<file path="src/rtl/axis_output_packer.sv">
// Serializes one wide row of signed partial sums into one BUS_WIDTH AXI-Stream word per lane, with TLAST per frame.
// Latency 1 cycle from input accept to lane 0 on m_axis; after that, one word per cycle with no bubble between rows.
// Backpressure: s_axis_tready rises only while the last lane of the held row is being accepted, or when nothing is held.
//
// Ports:
//   clk, rst            clock; synchronous active-high reset
//   frame_rows          input rows per frame, latched when a frame starts (0 = never emit TLAST)
//   s_axis_*            wide input beat: KERNEL_SIZE signed sums, lane 0 at the LSBs
//   m_axis_*            one sum per word; sign-extended, or clamped to [0, 2^DATA_WIDTH-1]
//   frame_done          one-cycle pulse when the TLAST word is accepted
//   busy                a row is held, or a frame has started and is not yet complete
// Optional macro OUT_CLAMP_EN: each lane is clamped to the unsigned pixel range and zero-extended.
module axis_output_packer #(
  parameter  int KERNEL_SIZE    = 3,
  parameter  int DATA_WIDTH     = 8,
  parameter  int WEIGHT_WIDTH   = 8,
  parameter  int BUS_WIDTH      = 32,
  parameter  int LANE_CNT_WIDTH = 2,
  localparam int SUM_WIDTH      = DATA_WIDTH + WEIGHT_WIDTH + KERNEL_SIZE
) (
  input  logic                             clk,
  input  logic                             rst,
  input  logic [15:0]                      frame_rows,
  input  logic [KERNEL_SIZE*SUM_WIDTH-1:0] s_axis_tdata,
  input  logic                             s_axis_tvalid,
  output logic                             s_axis_tready,
  output logic [BUS_WIDTH-1:0]             m_axis_tdata,
  output logic                             m_axis_tvalid,
  input  logic                             m_axis_tready,
  output logic                             m_axis_tlast,
  output logic                             frame_done,
  output logic                             busy
);

  typedef enum logic {EMPTY = 1'b0, SEND = 1'b1} state_t;

  state_t                                  state_q;
  logic [KERNEL_SIZE-1:0][SUM_WIDTH-1:0]   row_q;
  logic [LANE_CNT_WIDTH-1:0]               lane_cnt_q;
  logic [15:0]                             row_cnt_q, row_cnt_d;
  logic [15:0]                             frame_len_q, frame_len_d;
  logic                                    last_row_q, last_row_d;
  // Holds s_axis_tready low during reset and releases it one cycle after reset ends.
  logic                                    rdy_en_q;

  logic                 last_lane;
  logic                 s_acc;
  logic                 m_acc;
  logic [SUM_WIDTH-1:0] lane_sel;

  assign last_lane     = (lane_cnt_q == LANE_CNT_WIDTH'(KERNEL_SIZE - 1));
  assign m_axis_tvalid = (state_q == SEND);
  // Combinational from m_axis_tready only, so a new row can replace the old one
  // in the same cycle its last lane leaves.
  assign s_axis_tready = rdy_en_q & ((state_q == EMPTY) | (last_lane & m_axis_tready));
  assign s_acc         = s_axis_tvalid & s_axis_tready;
  assign m_acc         = m_axis_tvalid & m_axis_tready;
  assign m_axis_tlast  = m_axis_tvalid & last_lane & last_row_q;
  assign frame_done    = m_acc & m_axis_tlast;
  assign busy          = (state_q == SEND) | (row_cnt_q != 16'd0);

  assign lane_sel = row_q[lane_cnt_q];

`ifdef OUT_CLAMP_EN
  // Negative sums become 0. Any set bit above the pixel range saturates the lane to all-ones.
  logic [DATA_WIDTH-1:0] lane_clamped;
  always_comb begin
    lane_clamped = lane_sel[DATA_WIDTH-1:0];
    if (lane_sel[SUM_WIDTH-1]) begin
      lane_clamped = '0;
    end else if (lane_sel[SUM_WIDTH-2:DATA_WIDTH] != '0) begin
      lane_clamped = '1;
    end
  end
  assign m_axis_tdata = {{(BUS_WIDTH-DATA_WIDTH){1'b0}}, lane_clamped};
`else
  assign m_axis_tdata = {{(BUS_WIDTH-SUM_WIDTH){lane_sel[SUM_WIDTH-1]}}, lane_sel};
`endif

  // Frame bookkeeping for the row being accepted. A zero length keeps row_cnt at 0,
  // so frame_rows is sampled again on the next row.
  always_comb begin
    frame_len_d = (row_cnt_q == 16'd0) ? frame_rows : frame_len_q;
    last_row_d  = (frame_len_d != 16'd0) && (row_cnt_q == frame_len_d - 16'd1);
    row_cnt_d   = row_cnt_q + 16'd1;
    if (last_row_d || (frame_len_d == 16'd0)) begin
      row_cnt_d = 16'd0;
    end
  end

  always_ff @(posedge clk) begin
    if (rst) begin
      state_q     <= EMPTY;
      row_q       <= '0;
      lane_cnt_q  <= '0;
      row_cnt_q   <= 16'd0;
      frame_len_q <= 16'd0;
      last_row_q  <= 1'b0;
      rdy_en_q    <= 1'b0;
    end else begin
      rdy_en_q <= 1'b1;
      if (s_acc) begin
        state_q     <= SEND;
        row_q       <= s_axis_tdata;
        lane_cnt_q  <= '0;
        row_cnt_q   <= row_cnt_d;
        frame_len_q <= frame_len_d;
        last_row_q  <= last_row_d;
      end else if (m_acc) begin
        if (last_lane) begin
          state_q <= EMPTY;
        end else begin
          lane_cnt_q <= lane_cnt_q + LANE_CNT_WIDTH'(1);
        end
      end
    end
  end

endmodule

</file>
<file path="config.mk">
export PLATFORM = sky130hd
export DESIGN_NAME = axis_output_packer
export DESIGN_NICKNAME = d
export VERILOG_FILES = /design/src/rtl/axis_output_packer.sv
export SDC_FILE = /design/constraint.sdc
export NUM_CORES = 1
export LEC_CHECK = 0
export BUFFER_PORTS_ARGS = -buffer_cell sky130_fd_sc_hd__buf_4
export CORE_UTILIZATION = 55
export DETAILED_ROUTE_END_ITERATION = 8
export PLACE_DENSITY = 0.81
export SYNTH_ARGS = -nofsm -noshare
export SYNTH_HDL_FRONTEND = slang
export SYNTH_SLANG_ARGS = --single-unit
</file>
<file path="constraint.sdc">
create_clock -name clk -period 4.8 [get_ports clk]
set_input_delay 0.24 -clock clk [delete_from_list [all_inputs] [get_ports clk]]
set_output_delay 0.24 -clock clk [all_outputs]
set_load 0.1 [all_outputs]
</file>
==> impl_results.md, run 1 <==
- First-pass GRT wire length: between 20000 and 25000 um
- Share of cells above drive strength 1: between 20% and 30%
- Final Cycle Share: around 94%
- Main combinational cell family by area after synthesis: simple AND/OR/NAND/NOR gates
- Vias/cell: roughly 5.6
- Clk_lat worst skew: approximately 0.35 ns
- Critical Path RT: 5.08 ns
- Total Routed Length: 13700 um
- Cts hold-fix bufs: 0
- Antenna viol nets, final: 0
- Post-synthesis simple-gate area fraction: between 20% and 30%
- Final #Nets: around 850
- DR pass1 iterations: 4
- Worst vdd ir: roughly 190 uV
- Outcome: complete, no violations
- ANT cells: 0
- Area growth, synth to finish: 17.9%
- Dpl hpwl: a little over 10000 um
- # DRC: 0
- Chip width: 99.9 um
- Met3 Resource Use GR: between 6 and 7%
- Post-Route Skew: ~0.012 ns
- Mean area per synthesized cell: between 7 and 8 sq um
- Final hold vios: 0
- Cell Count, Final, Fillers Out: 900
- Fmax: roughly 220 MHz
- Clock Path Buffers: 2
- Largest net degree at the start of global routing: 80
- Post-synthesis xor/xnor area fraction: under 10%
- RSZ-0062 raised after global routing: false
- Core area: between 9000 and 10000 sq um
- FF+latch count, synth: 94
- Most Used Layer, Global Route: met2
- Async SR Flop Fraction: 0%
- Die Ht: ~100 um
- Initial DRC Count: ~270
- Root Buffer: clkbuf_8
- Power consumption: between 1.5 and 2 mW
- Initial Util: a little under three fifths
- Top Ports: around 110
- Crit-path max FO: 6
- Post-synth top flop: dfxtp_1
- Post-synthesis adder-cell area fraction: less than 1%
- Hold Path Class: input pin to flop
- Post-DR wirelength/cell: ~15 um
- Sequential share of the synthesized area: 35.7%
- Share of Yosys cell area claimed by the top area cell type: a little over a third
- Initial antenna violation count: 0
- Slack of the critical path: 0.283 ns
- Endpoint type of the worst setup path: flop
- DP Worst Slack: between 0.2 and 0.3 ns
- Yosys cell types: 67
- Synth Warn #: 0
- Gate Count Post-Synth: 692
- Arrival time at the worst endpoint: around 4.8 ns
- RePlAce Congestion: a little over 0.9
- Post_cts resized: 0
- Compound-Gate Fraction of Synth Area: between 10% and 20%
- Setup violators final: 0
- Cell taking the most area after synthesis: dfxtp_1
- Dpl cells: 884
- Tot GR Track Use: between 20 and 30%
- Vias in the first global route: around 4900
- WHS: between 0.1 and 0.15 ns
- Top post-synthesis cells by area: dfxtp_1, nand2_1, a21oi_1, mux2i_1, xnor2_1
- Met1 Use GR: 33.4%
- Synthesized cell area: roughly 5300 sq um
- Die ar.: ~10000 sq um
- Via Count: 5059
- Filler cells: just under 800
- Worst slew pin tran: about 1.2 ns
- H-tree depth: 3
- Num CTS Buffers: 9
- Max_cap viols: 0
- EDFF count, synth: 0
- Mapped Nets: about 770
- CTS sink count: between 90 and 100
- Row cnt: 35
- GR Util met2: just under 50%
- Remaining global-route overflow: 0
- Max Slew Vio Count: 0
- Post-route minimum period: roughly 4.5 ns
- Critical path type: flop to flop
- Worst-path clk slew: about 0.1 ns
- Rel. slew slack: a little over a fifth
- Setup_tns: 0 ns
- LEAKAGE: approximately 2.4 nW
- PortBufs: 113
- Power density over the cells: roughly 290 nW/um^2
- CTS tree: built
- Setup Buffers After CTS: 0
- Multiplexer share of the synthesized area: 5.72%
- Crit start category: flop
metal layers:
metal	wire length (um)	part of all wire (%)
met1	5770	42
met2	6790	50
met3	820	6.0
met4	286	2.1
met5	0	0
critical path, cell delays in order, from the launching register on:
cell,delay (ns)
dfxtp_1,0.36
inv_1,0.10
ha_1,0.14
nor4b_2,0.32
and4_2,0.40
mux2i_1,0.35
ha_1,0.31
or3b_4,0.42
or4b_4,0.52
nor4b_2,0.25
nor2_1,0.11
a2111oi_4,0.39
nor3_2,0.12
nor4_2,0.47
a22o_1,0.20
flip-flops by register name, indices dropped and copies added (netlist names):
signal         cells
row_q             57
lane_cnt_q         2
rdy_en_q           1
last_row_q         1
m_axis_tvalid      1
frame_len_q       16
row_cnt_q         16
per-stage QoR:
step | util [%] | area [sq um]
after detailed placement | 65.3 | 6030
after global placement | 65.3 | 6030
final | 67.3 | 6220
after CTS | 67.3 | 6210
after floorplan | - | 5270
after global routing | 67.3 | 6220
cell usage after synthesis, types with 3 or more instances:
cell      number
nand2_1      194
dfxtp_1       94
a21oi_1       73
clkbuf_1      31
mux2i_1       29
nor2_1        29
xnor2_1       24
nor3_1        22
o21ai_0       22
buf_4         14
xor2_1        13
nand3_1       12
inv_1         11
nand4_1       11
nor2_2        10
buf_1          7
nor3b_1        5
ha_1           4
nor4_1         4
nor4_2         4
o22ai_1        4
a211oi_1       3
a21boi_0       3
a41oi_1        3
and3_1         3
buf_6          3
nand2b_1       3
area by class of cell:
| type | instances | area, sq um | area share, % |
|---|---|---|---|
| clock buffer | 11 | 141 | 2.27 |
| tap | 129 | 161 | 2.60 |
| multi-input combinational | 529 | 3040 | 48.9 |
| timing repair buffer | 121 | 908 | 14.6 |
| sequential | 94 | 1880 | 30.3 |
| inverter | 11 | 41.3 | 0.664 |
| clock inverter | 5 | 41.3 | 0.664 |
cell usage in the layout, fill, tap and decap left out, types with 5 or more instances in the layout:
| cell type | netlist | layout |
|---|---|---|
| a21oi_1 | 73 | 73 |
| buf_4 | 14 | 121 |
| clkbuf_8 | 0 | 10 |
| dfxtp_1 | 94 | 94 |
| inv_1 | 11 | 11 |
| mux2i_1 | 29 | 29 |
| nand2_1 | 194 | 193 |
| nand3_1 | 12 | 12 |
| nand4_1 | 11 | 11 |
| nor2_1 | 29 | 29 |
| nor2_2 | 10 | 10 |
| nor3_1 | 22 | 22 |
| nor3b_1 | 5 | 5 |
| o21ai_0 | 22 | 22 |
| xnor2_1 | 24 | 24 |
| xor2_1 | 13 | 13 |
power by group:
group | switching, mW | internal (mW) | total [mW] | leakage [nW]
clock network | 0.274 | 0.207 | 0.481 | 0.0866
logic | 0.325 | 0.162 | 0.486 | 1.54
registers | 0.0283 | 0.812 | 0.840 | 0.766
total | 0.627 | 1.18 | 1.81 | 2.39
logic make-up (layout without fill, tap and decap cells):
kind of cell,count (synthesis),after routing
adders and majority gates,4,4
buffers and inverters,69,148
muxes,30,30
DFF,94,94
and+or+nand+nor,322,322
AOI/OAI and AO/OA,136,136
xor gates and xnor gates,37,37
worst paths after layout:
| check | start | cells after the start | slack, ns | to |
|---|---|---|---|---|
| worst max-delay path | row_cnt_q[0] | 14 | 0.28 | last_row_q |
| worst min-delay path | s_axis_tdata[29] | 3 | 0.12 | row_q[29] |
| worst max register to register | row_cnt_q[0] | 14 | 0.28 | last_row_q |
| worst min register to register | row_q[2] | 2 | 0.46 | row_q[2] |
No activity file was read; power rests on OpenSTA's default activity.
==> run 2, diff against run 1 <==
Settings changed: CORE_ASPECT_RATIO set to 0.7.
==> impl_results.md, run 2 (synthesis results as in run 1) <==
- Worst-path clk slew: 0.07 ns (was 0.10 ns)
- DR pass1 iterations: 7 (was 4)
- Fmax: 225 MHz (was 221 MHz)
- Largest register FFs: 57 (unchanged)
- CTS sink count: 94 (unchanged)
- Slowest cell delay on critical path: 0.53 ns (was 0.52 ns)
- WHS: 0.140 ns (was 0.124 ns)
- Crit-path max FO: 14 (was 6)
- Total Routed Length: 14500 um (was 13700 um)
- Via Count: 5215 (was 5059)
- Worst slew pin tran: 1.26 ns (was 1.18 ns)
- Slack of the critical path: 0.352 ns (was 0.283 ns)
- Crit start category: flop (unchanged)
- Antenna viol nets, final: 0 (unchanged)
- Vias/cell: 5.82 (was 5.62)
- Most common cell after layout, fill and taps aside: nand2_1 (unchanged)
- RePlAce Congestion: 0.960 (was 0.909)
- Power density over the cells: 323 nW/um^2 (was 291 nW/um^2)
- Chip width: 119 um (was 99.9 um)
- DP Worst Slack: 0.393 ns (was 0.298 ns)
- Final core occ: 69.0% (was 67.3%)
- Placed Area: 6030 sq um (about the same)
- Root Buffer: clkbuf_16 (was clkbuf_8)
- Commonest cells after routing, fill and taps aside: nand2_1, buf_4, dfxtp_1 (unchanged)
- Setup violators final: 0 (unchanged)
- Setup_tns: 0 ns (unchanged)
- Initial Util: 57.4% (was 57.0%)
- Critical Path RT: 5.03 ns (was 5.08 ns)
- Die ar.: 9980 sq um (about the same)
- Initial DRC Count: 465 (was 271)
- Outcome: complete, no violations (unchanged)
- Clk_lat worst skew: 0.34 ns (was 0.35 ns)
- Finished Cell Area: 6330 sq um (was 6220 sq um)
- Cts hold-fix bufs: 0 (unchanged)
- Max Slew Vio Count: 0 (unchanged)
- RSZ-0062 raised after global routing: false (unchanged)
- Clock Path Buffers: 2 (unchanged)
- Post-route minimum period: 4.45 ns (was 4.52 ns)
- Vias in the first global route: 4746 (was 4858)
- Post-Route Skew: 0.00687 ns (was 0.0120 ns)
- Largest registers: row_q: 57 flops, frame_len_q: 16 flops, row_cnt_q: 16 flops (unchanged)
- Worst vdd ir: 201 uV (was 190 uV)
- Rel. slew slack: 15.7% (was 21.5%)
- Top Ports: 114 (unchanged)
- Dpl hpwl: 10500 um (was 10100 um)
- H-tree depth: 3 (unchanged)
- Setup Buffers After CTS: 0 (unchanged)
- Post-DR wirelength/cell: 16.2 um (was 15.2 um)
- Initial antenna violation count: 0 (unchanged)
- Row cnt: 29 (was 35)
- Critical path type: flop to flop (unchanged)
- # DRC: 0 (unchanged)
- Final Cycle Share: 92.7% (was 94.1%)
- Tot GR Track Use: 29.7% (was 28.1%)
- Core area: 9180 sq um (was 9240 sq um)
- Die Ht: 83.9 um (was 99.9 um)
- CP Cell Sequence: inv_1, ha_1, nor4b_2, and4_1, mux2i_1, ha_1, or3b_4, or4b_4, nor4b_2, nor2_1, a2111oi_4, nor3_2, nor4_4, buf_4, nor2_1 (was inv_1, ha_1, nor4b_2, and4_2, mux2i_1, ha_1, or3b_4, or4b_4, nor4b_2, nor2_1, a2111oi_4, nor3_2, nor4_2, a22o_1)
- Remaining global-route overflow: 0 (unchanged)
- Area growth, synth to finish: 20.1% (was 17.9%)
- Final hold vios: 0 (unchanged)
- ANT cells: 0 (unchanged)
- Slowest-stage cell, CP: or4b_4 (unchanged)
- Hold Path Class: input pin to flop (unchanged)
- Endpoint type of the worst setup path: flop (unchanged)
- Final #Nets: 848 (was 847)
- Max_cap viols: 0 (unchanged)
- Largest net degree at the start of global routing: 80 (unchanged)
- LEAKAGE: 2.45 nW (was 2.39 nW)
- Arrival time at the worst endpoint: 4.67 ns (was 4.80 ns)
- Post_cts resized: 0 (unchanged)
- First-pass GRT wire length: 23500 um (was 22500 um)
- PortBufs: 113 (unchanged)
- Num CTS Buffers: 9 (unchanged)
- Share of cells above drive strength 1: 21.6% (was 21.7%)
- Most flops, register: row_q (unchanged)
- CTS tree: built (unchanged)
run 2: changes by cell type in the layout (fill, tap and decap cells not counted), sizes merged:
cell,before,now
clkbuf,11,10
buf,121,122
bufinv,0,1
run 2: final timing paths:
kind	startpoint	end	slack (ns)	cells after the start
max	row_cnt_q[0]	row_cnt_q[2]	0.35	15
min	s_axis_tdata[21]	row_q[21]	0.14	3
max reg2reg	row_cnt_q[0]	row_cnt_q[2]	0.35	15
min reg2reg	row_q[12]	row_q[12]	0.45	2
run 2: layer usage:
metal / GRT usage [%] / up-vias / routed length, um
li1: - / 2511 / -
met1: 43.5 / 2444 / 6920
met2: 42.3 / 243 / 6110
met3: 7.92 / 17 / 1310
met4: 7.94 / 0 / 187
met5: 0 / - / 0
run 2: cell type report:
| cell class | instances | area [sq um] |
|---|---|---|
| Clock buffer | 10 | 229 |
| Clock inverter | 6 | 67.6 |
| Fill cell | 752 | 2850 |
| Inverter | 11 | 41.3 |
| Multi-Input combinational cell | 529 | 3040 |
| Sequential cell | 94 | 1880 |
| Tap cell | 124 | 155 |
| Timing Repair Buffer | 122 | 916 |
run 2: metrics by stage:
step | total power, mW | std cells
global placement | 1.34 | 880
global route | 2.13 | 896
floorplan | 1.21 | 692
detailed placement | 1.34 | 880
finish | 2.05 | 896
CTS | 2.05 | 896
run 2: report_power, final:
group | switching (mW) | internal, mW | leakage (nW)
registers | 0.0300 | 0.813 | 0.766
logic | 0.332 | 0.162 | 1.54
clock network | 0.304 | 0.406 | 0.139
total | 0.666 | 1.38 | 2.45
run 2: worst max-delay path, delay by kind of cell (launching register included):
kind                       cells  cell delay (ns)
DFF                            1             0.35
AOI/OAI and AO/OA              1             0.36
muxes                          1             0.36
and+or+nand+nor                9             2.41
buffers and inverters          2             0.38
adders and majority gates      2             0.48
==> run 3, diff against run 2 <==
Settings changed: CORE_ASPECT_RATIO 0.7 to 0.8, GPL_ROUTABILITY_DRIVEN set to 0.
==> impl_results.md, run 3 (synthesis results as in run 1) <==
- Outcome: finished, violations left (was complete, no violations)
- Failing checks: design-rule violations
- Reg area: 1880 sq um (unchanged)
- Slowest-stage cell, CP: or4b_4 (unchanged)
- R2R setup slack: 0.27 ns (was 0.35 ns)
- Max_cap viols: 0 (unchanged)
- NetSw: 671 uW (was 666 uW)
- Final core occ: 68.7% (was 69.0%)
- Seq pwr share: 41.0% (was 41.2%)
- Clk_lat worst skew: 0.35 ns (was 0.34 ns)
- Clock Path Buffers: 2 (unchanged)
- Largest register FFs: 57 (unchanged)
- Arrival time at the worst endpoint: 4.76 ns (was 4.67 ns)
- Depth of the worst hold-timing path: 3 (unchanged)
- Worst slew pin tran: 1.11 ns (was 1.26 ns)
- HP Start: s_axis_tdata[20] (was s_axis_tdata[21])
- Critical path type: flop to flop (unchanged)
- Post-route minimum period: 4.53 ns (was 4.45 ns)
- Commonest cells after routing, fill and taps aside: nand2_1, buf_4, dfxtp_1 (unchanged)
- Num CTS Buffers: 9 (unchanged)
- PortBufs: 113 (unchanged)
- # DRC: 10 (was 0)
- Final Cycle Share: 94.3% (was 92.7%)
- Initial antenna violation count: 0 (unchanged)
- Fmax: 221 MHz (was 225 MHz)
- Total Routed Length: 14200 um (was 14500 um)
- Setup_tns: 0 ns (unchanged)
- Largest registers: row_q: 57 flops, frame_len_q: 16 flops, row_cnt_q: 16 flops (unchanged)
- Hold Crit Endpoint: row_q[20] (was row_q[21])
- First-pass GRT wire length: 22400 um (was 23500 um)
- Worst R2R Start: row_cnt_q[0] (unchanged)
- Setup Buffers After CTS: 0 (unchanged)
- Die ar.: 9980 sq um (about the same)
- Clock power share: 35.0% (was 34.7%)
- Initial Util: 57.3% (was 57.4%)
- Largest net degree at the start of global routing: 80 (unchanged)
- Max Slew Vio Count: 0 (unchanged)
- Antenna viol nets, final: 0 (unchanged)
- CTS tree: built (unchanged)
- Internal Power: 1.38 mW (about the same)
- R2r endpoint: row_cnt_q[3] (was row_cnt_q[2])
- CP Cell Sequence: inv_1, ha_1, nor4b_2, and4_1, mux2i_1, ha_1, or3b_4, or4b_4, nor4b_2, nor2_1, a2111oi_4, nor3_2, nor4_4, buf_4, nor2_1 (unchanged)
- Buffers & Inverters on Critical Path: 2 (unchanged)
- Switching Fraction: 32.7% (was 32.5%)
- Cts hold-fix bufs: 0 (unchanged)
- Final hold vios: 0 (unchanged)
- Via Count: 5245 (was 5215)
- ANT cells: 0 (unchanged)
- Finished Cell Area: 6310 sq um (was 6330 sq um)
- LEAKAGE: 2.44 nW (was 2.45 nW)
- Most common cell after layout, fill and taps aside: nand2_1 (unchanged)
- Filler cells: 738 (was 752)
- R2R cell count: 15 (unchanged)
- Root Buffer: clkbuf_16 (unchanged)
- Area growth, synth to finish: 19.8% (was 20.1%)
- Power density over the cells: 325 nW/um^2 (was 323 nW/um^2)
- Crit start category: flop (unchanged)
- CP delay by family, top: simple AND/OR/NAND/NOR gates (unchanged)
- Hold Path Class: input pin to flop (unchanged)
- Vias in the first global route: 4642 (was 4746)
- Post_cts resized: 0 (unchanged)
- Most flops, register: row_q (unchanged)
- Setup violators final: 0 (unchanged)
- Worst vdd ir: 232 uV (was 201 uV)
- Row cnt: 31 (was 29)
- CTS sink count: 94 (unchanged)
- Remaining global-route overflow: 0 (unchanged)
- Rel. slew slack: 26.2% (was 15.7%)
- Vias/cell: 5.92 (was 5.82)
- Dpl hpwl: 10200 um (was 10500 um)
- Post-DR wirelength/cell: 16.1 um (was 16.2 um)
- Core area: 9190 sq um (was 9180 sq um)
- Slowest cell delay on critical path: 0.52 ns (was 0.53 ns)
- Share of cells above drive strength 1: 21.5% (was 21.6%)
- Combinational power share: 24.0% (was 24.1%)
- DR pass1 iterations: 9 (was 7)
- Placed Area: 6010 sq um (was 6030 sq um)
- Chip width: 111 um (was 119 um)
- Die Ht: 89.6 um (was 83.9 um)
- Top Ports: 114 (unchanged)
- Crit-path max FO: 14 (unchanged)
- Tot GR Track Use: 28.5% (was 29.7%)
- Critical Path RT: 5.03 ns (about the same)
- Final #Nets: 847 (was 848)
- Post-Route Skew: 0.00632 ns (was 0.00687 ns)
- H-tree depth: 3 (unchanged)
- Initial DRC Count: 583 (was 465)
- RSZ-0062 raised after global routing: false (unchanged)
- Multi-input logic area: 3040 sq um (unchanged)
- Worst-path clk slew: 0.07 ns (about the same)
- Endpoint type of the worst setup path: flop (unchanged)
run 3: metal layers:
layer | routed length, um | track usage (%)
met5 | 0 | 0
met4 | 256 | 10.8
met3 | 1320 | 7.46
met2 | 6400 | 44.9
met1 | 6260 | 37.8
run 3: layout make-up:
cell class	count	share of cell area, %
multi-input combinational	529	48.2
sequential	94	29.8
timing repair buffer	121	14.4
clock buffer	10	3.63
tap	115	2.28
clock inverter	6	1.07
inverter	11	0.654
run 3: through the flow:
stage | power [mW] | hold slack, ns | cells | setup WS, ns
after floorplan | 1.21 | 0.376 | 692 | 0.511
after global placement | 1.33 | 0.442 | 870 | 0.569
after detailed placement | 1.34 | 0.448 | 870 | 0.379
after CTS | 2.05 | 0.132 | 886 | 0.339
after global routing | 2.13 | 0.131 | 886 | 0.0806
final | 2.05 | 0.135 | 886 | 0.274
run 3: worst register-to-register path: stages, from the launching register on:
cell,delay (ns)
dfxtp_1,0.35
inv_1,0.11
ha_1,0.17
nor4b_2,0.33
and4_1,0.37
mux2i_1,0.36
ha_1,0.32
or3b_4,0.41
or4b_4,0.52
nor4b_2,0.22
nor2_1,0.11
a2111oi_4,0.37
nor3_2,0.12
nor4_4,0.29
buf_4,0.28
nor2_1,0.09
run 3: worst max-delay path by stage:
stage / from / to / slack [ns] / cells past startpoint
floorplan: row_cnt_q[0] / row_cnt_q[10] / 0.51 / 17
global placement: row_cnt_q[0] / row_cnt_q[3] / 0.57 / 15
detailed placement: row_cnt_q[0] / row_cnt_q[3] / 0.38 / 15
CTS: row_cnt_q[0] / row_cnt_q[3] / 0.34 / 15
global route: row_cnt_q[0] / row_cnt_q[3] / 0.08 / 15
finish: row_cnt_q[0] / row_cnt_q[3] / 0.27 / 15
run 3: power by group through the flow:
stage	Clock [mW]	Sequential (mW)	Combinational, mW
global placement	0	0.855	0.476
global route	0.767	0.845	0.521
floorplan	0	0.853	0.355
finish	0.718	0.841	0.492
detailed placement	0	0.858	0.482
CTS	0.725	0.841	0.485
